## config.mk

```make
export PLATFORM = sky130hd
export DESIGN_NAME = uart_tx_sched_flat
export DESIGN_NICKNAME = d
export VERILOG_FILES = /design/src/rtl/uart_tx_sched_if.sv /design/src/rtl/uart_tx_sched.sv /design/src/flat_wrapper.sv
export SDC_FILE = /design/constraint.sdc
export NUM_CORES = 1
export LEC_CHECK = 0
export CELL_PAD_IN_SITES_DETAIL_PLACEMENT = 0
export CELL_PAD_IN_SITES_GLOBAL_PLACEMENT = 1
export CORE_MARGIN = 3
export CORE_UTILIZATION = 40
export DETAILED_ROUTE_END_ITERATION = 8
export PLACE_DENSITY = 0.84
export SLEW_MARGIN = 20
export SYNTH_ARGS = -nofsm -noshare
export SYNTH_HDL_FRONTEND = slang
export SYNTH_SLANG_ARGS = --single-unit
```

## constraint.sdc

```tcl
create_clock -name clk -period 6.9 [get_ports clk]
set_clock_uncertainty 0.1 [all_clocks]
set_input_delay 1.38 -clock clk [delete_from_list [all_inputs] [get_ports clk]]
set_output_delay 1.38 -clock clk [all_outputs]
set_load 0.1 [all_outputs]
```

## src/rtl/uart_tx_sched_if.sv

```systemverilog
// Requester and transmitter-side signals of the UART TX scheduler.
// master = scheduler, slave = requesters plus transmitter.
interface uart_tx_sched_if #(
  parameter int NUM_REQ = 4
);
  localparam int ID_W = (NUM_REQ > 1) ? $clog2(NUM_REQ) : 1;

  logic [NUM_REQ-1:0]   req;
  logic [8*NUM_REQ-1:0] req_data;
  logic [NUM_REQ-1:0]   ack;
  logic                 tx_start;
  logic [7:0]           tx_data;
  logic                 tx_busy;
  logic                 active;
  logic [ID_W-1:0]      cur_id;
  logic                 err;

  modport master (
    input  req, req_data, tx_busy,
    output ack, tx_start, tx_data, active, cur_id, err
  );

  modport slave (
    output req, req_data, tx_busy,
    input  ack, tx_start, tx_data, active, cur_id, err
  );
endinterface

```

## src/rtl/uart_tx_sched.sv

```systemverilog
// Round-robin share of one UART TX: frames ID char, payload, LF; registered outputs, ack one cycle after grant.
// Stalls on tx_busy and adds a stop-bit guard gap per byte; UART_TX_SCHED_CKSUM_EN inserts a checksum byte.
module uart_tx_sched #(
  parameter int NUM_REQ      = 4,
  parameter int GAP_CYCLES   = 4167,
  parameter int BUSY_TIMEOUT = 15
) (
  input  logic            clk,
  input  logic            rst,
  uart_tx_sched_if.master bus
);

  localparam int ID_W  = (NUM_REQ > 1) ? $clog2(NUM_REQ) : 1;
  localparam int GAP_W = (GAP_CYCLES > 0) ? $clog2(GAP_CYCLES + 1) : 1;
  localparam int TO_W  = (BUSY_TIMEOUT > 1) ? $clog2(BUSY_TIMEOUT + 1) : 1;

`ifdef UART_TX_SCHED_CKSUM_EN
  localparam logic [1:0] LAST_IDX = 2'd3;
`else
  localparam logic [1:0] LAST_IDX = 2'd2;
`endif

  typedef enum logic [2:0] {
    IDLE,
    SEND,
    WAIT_HI,
    WAIT_LO,
    GAP
  } state_t;

  state_t             state_q, state_d;
  logic [ID_W-1:0]    rr_ptr_q, rr_ptr_d;
  logic [ID_W-1:0]    cur_id_q, cur_id_d;
  logic [7:0]         payload_q, payload_d;
  logic [1:0]         byte_idx_q, byte_idx_d;
  logic [TO_W-1:0]    to_cnt_q, to_cnt_d;
  logic [GAP_W-1:0]   gap_cnt_q, gap_cnt_d;
  logic [NUM_REQ-1:0] ack_q, ack_d;
  logic               tx_start_q, tx_start_d;
  logic [7:0]         tx_data_q, tx_data_d;
  logic               active_q, active_d;
  logic               err_q, err_d;

  logic [NUM_REQ-1:0] req_rot;
  logic               gnt_vld;
  logic [ID_W-1:0]    gnt_id;
  logic [7:0]         gnt_payload;
  logic [7:0]         id_char;
  logic [7:0]         cur_byte;
  logic               byte_done;
  int                 gnt_sum;

  // Rotate requests so bit 0 is the requester at rr_ptr, then take the first set bit.
  always_comb begin
    req_rot = NUM_REQ'({bus.req, bus.req} >> rr_ptr_q);
    gnt_vld = 1'b0;
    gnt_id  = '0;
    gnt_sum = 0;
    for (int k = 0; k < NUM_REQ; k++) begin
      if (!gnt_vld && req_rot[k]) begin
        gnt_vld = 1'b1;
        gnt_sum = int'(rr_ptr_q) + k;
        if (gnt_sum >= NUM_REQ) begin
          gnt_sum = gnt_sum - NUM_REQ;
        end
        gnt_id = ID_W'(gnt_sum);
      end
    end
  end

  always_comb begin
    gnt_payload = 8'h00;
    for (int i = 0; i < NUM_REQ; i++) begin
      if (gnt_id == ID_W'(i)) begin
        gnt_payload = bus.req_data[8*i +: 8];
      end
    end
  end

  always_comb begin
    id_char = 8'h30 + 8'(cur_id_q);
    case (byte_idx_q)
      2'd0:    cur_byte = id_char;
      2'd1:    cur_byte = payload_q;
`ifdef UART_TX_SCHED_CKSUM_EN
      2'd2:    cur_byte = id_char ^ payload_q;
`endif
      default: cur_byte = 8'h0A;
    endcase
  end

  always_comb begin
    state_d    = state_q;
    rr_ptr_d   = rr_ptr_q;
    cur_id_d   = cur_id_q;
    payload_d  = payload_q;
    byte_idx_d = byte_idx_q;
    to_cnt_d   = to_cnt_q;
    gap_cnt_d  = gap_cnt_q;
    ack_d      = '0;
    tx_start_d = 1'b0;
    tx_data_d  = tx_data_q;
    active_d   = active_q;
    err_d      = 1'b0;
    byte_done  = 1'b0;

    case (state_q)
      IDLE: begin
        if (gnt_vld) begin
          ack_d[gnt_id] = 1'b1;
          payload_d     = gnt_payload;
          cur_id_d      = gnt_id;
          active_d      = 1'b1;
          byte_idx_d    = 2'd0;
          if (int'(gnt_id) == NUM_REQ - 1) begin
            rr_ptr_d = '0;
          end else begin
            rr_ptr_d = gnt_id + ID_W'(1);
          end
          state_d = SEND;
        end
      end

      SEND: begin
        if (!bus.tx_busy) begin
          tx_data_d  = cur_byte;
          tx_start_d = 1'b1;
          to_cnt_d   = '0;
          state_d    = WAIT_HI;
        end
      end

      // A transmitter that never goes busy drops the packet; rr_ptr has already moved on.
      WAIT_HI: begin
        if (bus.tx_busy) begin
          state_d = WAIT_LO;
        end else if (to_cnt_q >= TO_W'(BUSY_TIMEOUT - 1)) begin
          err_d    = 1'b1;
          active_d = 1'b0;
          state_d  = IDLE;
        end else begin
          to_cnt_d = to_cnt_q + TO_W'(1);
        end
      end

      WAIT_LO: begin
        if (!bus.tx_busy) begin
          if (GAP_CYCLES == 0) begin
            byte_done = 1'b1;
          end else begin
            gap_cnt_d = GAP_W'(GAP_CYCLES);
            state_d   = GAP;
          end
        end
      end

      GAP: begin
        if (gap_cnt_q <= GAP_W'(1)) begin
          byte_done = 1'b1;
        end else begin
          gap_cnt_d = gap_cnt_q - GAP_W'(1);
        end
      end

      default: state_d = IDLE;
    endcase

    if (byte_done) begin
      if (byte_idx_q == LAST_IDX) begin
        active_d = 1'b0;
        state_d  = IDLE;
      end else begin
        byte_idx_d = byte_idx_q + 2'd1;
        state_d    = SEND;
      end
    end
  end

  always_ff @(posedge clk) begin
    if (rst) begin
      state_q    <= IDLE;
      rr_ptr_q   <= '0;
      cur_id_q   <= '0;
      payload_q  <= 8'h00;
      byte_idx_q <= 2'd0;
      to_cnt_q   <= '0;
      gap_cnt_q  <= '0;
      ack_q      <= '0;
      tx_start_q <= 1'b0;
      tx_data_q  <= 8'h00;
      active_q   <= 1'b0;
      err_q      <= 1'b0;
    end else begin
      state_q    <= state_d;
      rr_ptr_q   <= rr_ptr_d;
      cur_id_q   <= cur_id_d;
      payload_q  <= payload_d;
      byte_idx_q <= byte_idx_d;
      to_cnt_q   <= to_cnt_d;
      gap_cnt_q  <= gap_cnt_d;
      ack_q      <= ack_d;
      tx_start_q <= tx_start_d;
      tx_data_q  <= tx_data_d;
      active_q   <= active_d;
      err_q      <= err_d;
    end
  end

  assign bus.ack      = ack_q;
  assign bus.tx_start = tx_start_q;
  assign bus.tx_data  = tx_data_q;
  assign bus.active   = active_q;
  assign bus.cur_id   = cur_id_q;
  assign bus.err      = err_q;

endmodule

```

## src/flat_wrapper.sv

```systemverilog
// flat-port wrapper written by rule: the top's interface ports become plain ports
module uart_tx_sched_flat 
#(
  parameter int NUM_REQ      = 4,
  parameter int GAP_CYCLES   = 4167,
  parameter int BUSY_TIMEOUT = 15
)
  (clk, rst, bus_req, bus_req_data, bus_tx_busy, bus_ack, bus_tx_start, bus_tx_data, bus_active, bus_cur_id, bus_err);
  uart_tx_sched_if #(.NUM_REQ(NUM_REQ)) bus_i ();
  input  logic clk;
  input  logic rst;
  input wire logic [$bits(bus_i.req)-1:0] bus_req;
  input wire logic [$bits(bus_i.req_data)-1:0] bus_req_data;
  input wire logic [$bits(bus_i.tx_busy)-1:0] bus_tx_busy;
  output wire logic [$bits(bus_i.ack)-1:0] bus_ack;
  output wire logic [$bits(bus_i.tx_start)-1:0] bus_tx_start;
  output wire logic [$bits(bus_i.tx_data)-1:0] bus_tx_data;
  output wire logic [$bits(bus_i.active)-1:0] bus_active;
  output wire logic [$bits(bus_i.cur_id)-1:0] bus_cur_id;
  output wire logic [$bits(bus_i.err)-1:0] bus_err;
  assign bus_i.req = bus_req;
  assign bus_i.req_data = bus_req_data;
  assign bus_i.tx_busy = bus_tx_busy;
  assign bus_ack = bus_i.ack;
  assign bus_tx_start = bus_i.tx_start;
  assign bus_tx_data = bus_i.tx_data;
  assign bus_active = bus_i.active;
  assign bus_cur_id = bus_i.cur_id;
  assign bus_err = bus_i.err;
  uart_tx_sched #(.NUM_REQ(NUM_REQ), .GAP_CYCLES(GAP_CYCLES), .BUSY_TIMEOUT(BUSY_TIMEOUT)) u_core (.clk(clk), .rst(rst), .bus(bus_i));
endmodule
```

; Word level (Yosys, flattened, before mapping)
; Index checks and enable logic that the tools add are counted.
[op_classes]
add_sub_neg = 12
bitwise = 5
n_reduce_logical = 20
shifts = 1
n_lt_le_gt_ge = 8
mux = 49
eq_ne = 20
[ops]
columns = cell, count
row1 = $mux W8, 4
row2 = $mux W13, 2
row3 = $mux W2, 13
row4 = $pmux W13 S2, 1
row5 = $mux W3, 6
row6 = $pmux W8 S2, 1
row7 = $mux W1, 15
row8 = $pmux W3 S5, 1
row9 = $le A13 B1 Y1 const B, 1
row10 = $sub A13 B1 Y13 const B, 1
row11 = $mux W4, 3
row12 = $ne A2 B2 Y1 const B, 5
row13 = $ge A3 B3 Y1 const B, 3
row14 = $pmux W4 S2, 1
row15 = $shr A8 B2 Y4, 1
row16 = $sub A2 B1 Y2 const B, 4
row17 = $add A6 B2 Y7 const A, 1
row18 = $add A2 B2 Y3 const B, 2
row19 = $eq A2 B1 Y1 const B, 3
row20 = $eq A2 B2 Y1 const B, 3
row21 = $eq A3 B2 Y1 const B, 2
row22 = $ne A3 B2 Y1 const B, 2
row23 = $reduce_or A3 Y1, 2
row24 = $not A1 Y1, 5
row25 = other kinds (24), 33
[word_totals]
output_inout_bits = 17
ff_bits = 49
inputBits = 39

; Longest topological paths before layout
[depth]
ltp_word = 16
ltp_mapped = 10
ltp_nobuf = 10

; Worst setup path before layout
; Ideal clock, no wire load.
[synth_timing]
kind = in2reg
startpoint = in bus_req[1]
endpoint = reg u_core.payload_q[0]
cell_stages = 10
setup_ns = 0.132
setup_slack_ns = 3.747
t_arrival_ns = 2.921
path_buffers = 1
required_time_ns = 6.668
cell_sequence = a21boi_0 -> o22ai_1 -> a21oi_1 -> inv_1 -> ha_1 -> clkbuf_1 -> a221oi_1 -> nor3_1 -> a211oi_1 -> nor3_1
[synth_via]
elab_chain_cells = 16
[synth_lines]
columns = element, line_no
row1 = start: declaration, flat_wrapper.sv:12  ; input wire logic [$bits(bus_i.req)-1:0] bus_req;
row2 = $shr A8 B2 Y4 (*), uart_tx_sched.sv:55  ; req_rot = NUM_REQ'({bus.req, bus.req} >> rr_ptr_q);
row3 = $mux W1, uart_tx_sched.sv:60  ; if (!gnt_vld && req_rot[k]) begin
row4 = $logic_not A1 Y1, uart_tx_sched.sv:60
row5 = $logic_and A1 B1 Y1, uart_tx_sched.sv:60
row6 = $mux W1, uart_tx_sched.sv:60
row7 = $logic_not A1 Y1, uart_tx_sched.sv:60
row8 = $logic_and A1 B1 Y1, uart_tx_sched.sv:60
row9 = $mux W1, uart_tx_sched.sv:60
row10 = $logic_not A1 Y1, uart_tx_sched.sv:60
row11 = $logic_and A1 B1 Y1, uart_tx_sched.sv:60
row12 = $mux W2 (*), uart_tx_sched.sv:60
row13 = via u_core.gnt_id[0], uart_tx_sched.sv:46  ; logic [ID_W-1:0] gnt_id;
row14 = $logic_not A2 Y1, uart_tx_sched.sv:74  ; if (gnt_id == ID_W'(i)) begin
row15 = $mux W8 (3 in a row), uart_tx_sched.sv:74
row16 = $mux W8 (*), uart_tx_sched.sv:74
row17 = end signal: assignment, uart_tx_sched.sv:197  ; payload_q <= payload_d;
row18 = end: declaration, uart_tx_sched.sv:34  ; logic [7:0] payload_q, payload_d;
; The timed path passes the listed nets; every way through them passes the cells marked *.
; A chain may end at the register's enable or synchronous reset.

; Worst setup path in the final report
[layout_timing]
startpoint = in bus_req[1]
endpoint = reg u_core.payload_q[3]
; The elaborated chain is that of the path after synthesis.

==> flow_summary_export.csv <==
group,metric,value,unit
finish,diodes,0,
routing,firstDrtPassIters,4,
yosys,synth_flop_cell,"dfxtp_1",
place,place_inst,411,
routing,detail_route.wl_per_cell,13.1,microns
yosys,synth-edff-count,0,
clocking,root_buffer,"clkbuf_8",
setup_path,crit_path_max_fanout,11,
floorplanning,core,5990,sq um
floorplanning,dieHeight,85.1,microns
timing,slew_headroom,33.0,%
finish,nets,390,
timing,slew_violations,0,
global_routing,gr-total-overflow,0,
clocking,tritoncts,"built",
place,placed_cell_area,3060,sq um
yosys,syn_area_per_cell,8.37,sq um
clocking,clk_latency,0.29,ns
setup_path,crit_type,"in -> reg",
yosys,synth_area_leaders,"dfxtp_1 39%, nor3_1 6.6%, nor2_1 5.0%",
finish,final-seq-area,981,sq um
clocking,cts_resized,0,
yosys,synth_commonest_cells,"49 x dfxtp_1, 33 x nor2_1, 33 x nor3_1",
setup_path,path_cells,"clkdlybuf4s50_1, a21boi_0, o22ai_1, a21oi_1, ha_1, nor2b_1, a221oi_1, nor3_1, a211oi_1, nor3_1",
clocking,ctsLongestPathBuffers,2,
finish,design_area,3140,sq um
yosys,synthArstFlopShare,0,%
yosys,ys_seq_area_share,39.2,%
yosys,synth-warning-count,0,
power,power_leakage,1.13,nW
finish,final_cell_count_no_fill,419,
setup_path,critPathMostFrequentCell,"nor3_1",
yosys,synth_top_area_share,39.2,%
place,gp_congestion,0.770,
setup_path,required,6.97,ns
clocking,cts_buffers,5,
setup_path,r2r_setup_slack,4.34,ns
global_routing,grt_pass1_wl,9590,microns
yosys,ys_seq_elements,49,
setup_path,endpoint_kind,"flip-flop",
setup_path,max_stage_delay,0.54,ns
floorplanning,initial_utilization,41.8,%
finish,multi_input_area,1390,sq um
clocking,hold_buffers,0,
timing,period_needed,3.77,ns
clocking,clk_pin_slew,0.08,ns
setup_path,cpMaxStageDelayCell,"clkdlybuf4s50_1",
worst_hold_path,min_path_cells,2,
setup_path,startpoint_type,"input pin",
routing,vias_per_cell,5.29,
flow_run,maxCapViolCount,0,
clocking,cts_setup_buffers,0,
floorplanning,dieArea,7240,sq um
setup_path,r2r_cells,9,
global_routing,grt_pass1_vias,2174,
setup_path,worstReg2RegEnd,"u_core.payload_q[3]",
power,power_density,213,nW/um^2
power,max-vdd-ir-drop,123,uV
timing,rsz0062_at_grt,"no",
timing,fmax,266,MHz
routing,drc,0,
timing,finalHoldWorstSlack,0.359,ns
timing,finalHoldViolCount,0,
setup_path,r2r-start,"u_core.rr_ptr_q[1]",
global_routing,grt_max_degree,41,
timing,worst_slew_pin_slew,1.00,ns
routing,drtIter0Drc,65,
global_routing,antenna_found_initial,0,
timing,setup_viol,0,
yosys,syn_nets,346,
yosys,yosysTopAreaCell,"dfxtp_1",
yosys,yosysUniqueCellTypes,47,
floorplanning,fp.dieW,85.1,microns
floorplanning,rows,28,
clocking,cts_sinks,49,
global_routing,grt_usage,15.9,%
setup_path,critical_path_arrival,3.83,ns
clocking,h-tree-depth,2,
routing,num_vias,2217,
routing,ant_nets,0,
worst_hold_path,min_from,"u_core.bus.tx_data[7]",
place,dp_hpwl,4110,microns
finish,drive_above_1_share,3.78,%
yosys,synth_most_common_cell,"dfxtp_1",
worst_hold_path,min_to,"u_core.bus.tx_data[7]",
finish,fillers,578,
setup_path,critPathLaunch,"bus_req[1]",
timing,fin_crit_sh,54.6,%
yosys,synthCells,299,
place,portBuffers,55,
yosys,syn_area,2500,sq um
run_status,status,"finished, final reports clean",
finish,area_growth,25.5,%
timing,setup_tns,0,ns
worst_hold_path,min_path_type,"reg -> reg",
routing,drt_wl_total,5490,microns
floorplanning,io_pins,56,
## flip-flops by register name (all words and copies together) (netlist names), named ones only
signal               flops
u_core.bus.tx_data       8
u_core.bus.err           1
u_core.bus.ack           4
u_core.bus.tx_start      1
u_core.byte_idx_q        1
u_core.bus.active        1
u_core.rr_ptr_q          2
u_core.state_q           3
u_core.bus.cur_id        2
u_core.to_cnt_q          4
u_core.payload_q         8
u_core.gap_cnt_q        13
## metrics by stage
| stage | utilization, % | total power, mW | setup slack (ns) |
|---|---|---|---|
| detailed placement | 51.1 | 0.518 | 2.84 |
| global route | 52.4 | 0.711 | 2.87 |
| global placement | 51.1 | 0.517 | 2.94 |
| finish | 52.4 | 0.670 | 3.13 |
| floorplan | - | 0.464 | 3.75 |
| CTS | 52.4 | 0.679 | 3.16 |
## cell type report
class,count,area share (%)
Clock buffer,8,2.55
Inverter,7,0.837
Multi-Input combinational cell,223,44.4
Sequential cell,49,31.2
Tap cell,75,2.99
Timing Repair Buffer,57,18.0
## routing by layer
metal	share of wire (%)	up-vias	GRT usage (%)
met5	0	-	0
met4	1.0	0	4.75
met3	5.6	4	4.47
met2	45	48	26.4
met1	48	1007	20.0
li1	-	1158	-
## power breakdown
group,switching [mW],leakage (nW),internal [mW],total [mW]
Sequential,0.0151,0.399,0.302,0.317
Combinational,0.118,0.690,0.0757,0.193
Clock,0.0873,0.0395,0.0722,0.159
## cells by family (layout without fill, tap and decap cells)
group,count (synthesis),after routing,share of synthesized area [%]
flops,49,49,39.2
compound gates,67,67,17.9
fa+ha+maj,8,8,4.00
simple gates,135,135,29.2
buf+inv,27,72,5.10
xor+xnor,10,10,3.50
mux,3,3,1.20
## worst max-delay path: cells and delay by family
| family | cells | cell delay, ns |
|---|---|---|
| and+or+nand+nor | 3 | 0.35 |
| adders and majority gates | 1 | 0.43 |
| buffers and inverters | 1 | 0.54 |
| AOI/OAI and AO/OA | 5 | 1.13 |
## placed cells by master, fill, tap and decap left out, drive strengths merged, types with 2 or more instances in the layout
| cell type | count |
|---|---|
| nand2 | 14 |
| o31ai | 2 |
| a211oi | 12 |
| o211ai | 3 |
| a21oi | 23 |
| inv | 7 |
| buf | 2 |
| o21ai | 5 |
| xnor2 | 4 |
| clkdlybuf4s50 | 55 |
| nor4 | 7 |
| nand2b | 4 |
| xor2 | 6 |
| nand3 | 9 |
| and2 | 5 |
| a221oi | 7 |
| and3 | 2 |
| mux2i | 3 |
| clkbuf | 8 |
| ha | 8 |
| nor2b | 14 |
| nor2 | 33 |
| o21a | 3 |
| or4 | 2 |
| dfxtp | 49 |
| o22ai | 2 |
| or3 | 6 |
| a31oi | 2 |
| nor3 | 34 |
## how the worst max path moves through the flow
stage                          endpoint  slack [ns]  depth (start not counted)
finish              u_core.payload_q[3]        3.13                         10
global route        u_core.payload_q[4]        2.87                         10
CTS                 u_core.payload_q[0]        3.16                         10
detailed placement  u_core.payload_q[0]        2.84                         10
global placement    u_core.payload_q[2]        2.94                         10
floorplan           u_core.payload_q[0]        3.75                         10
No activity file was read; power rests on OpenSTA's default activity.
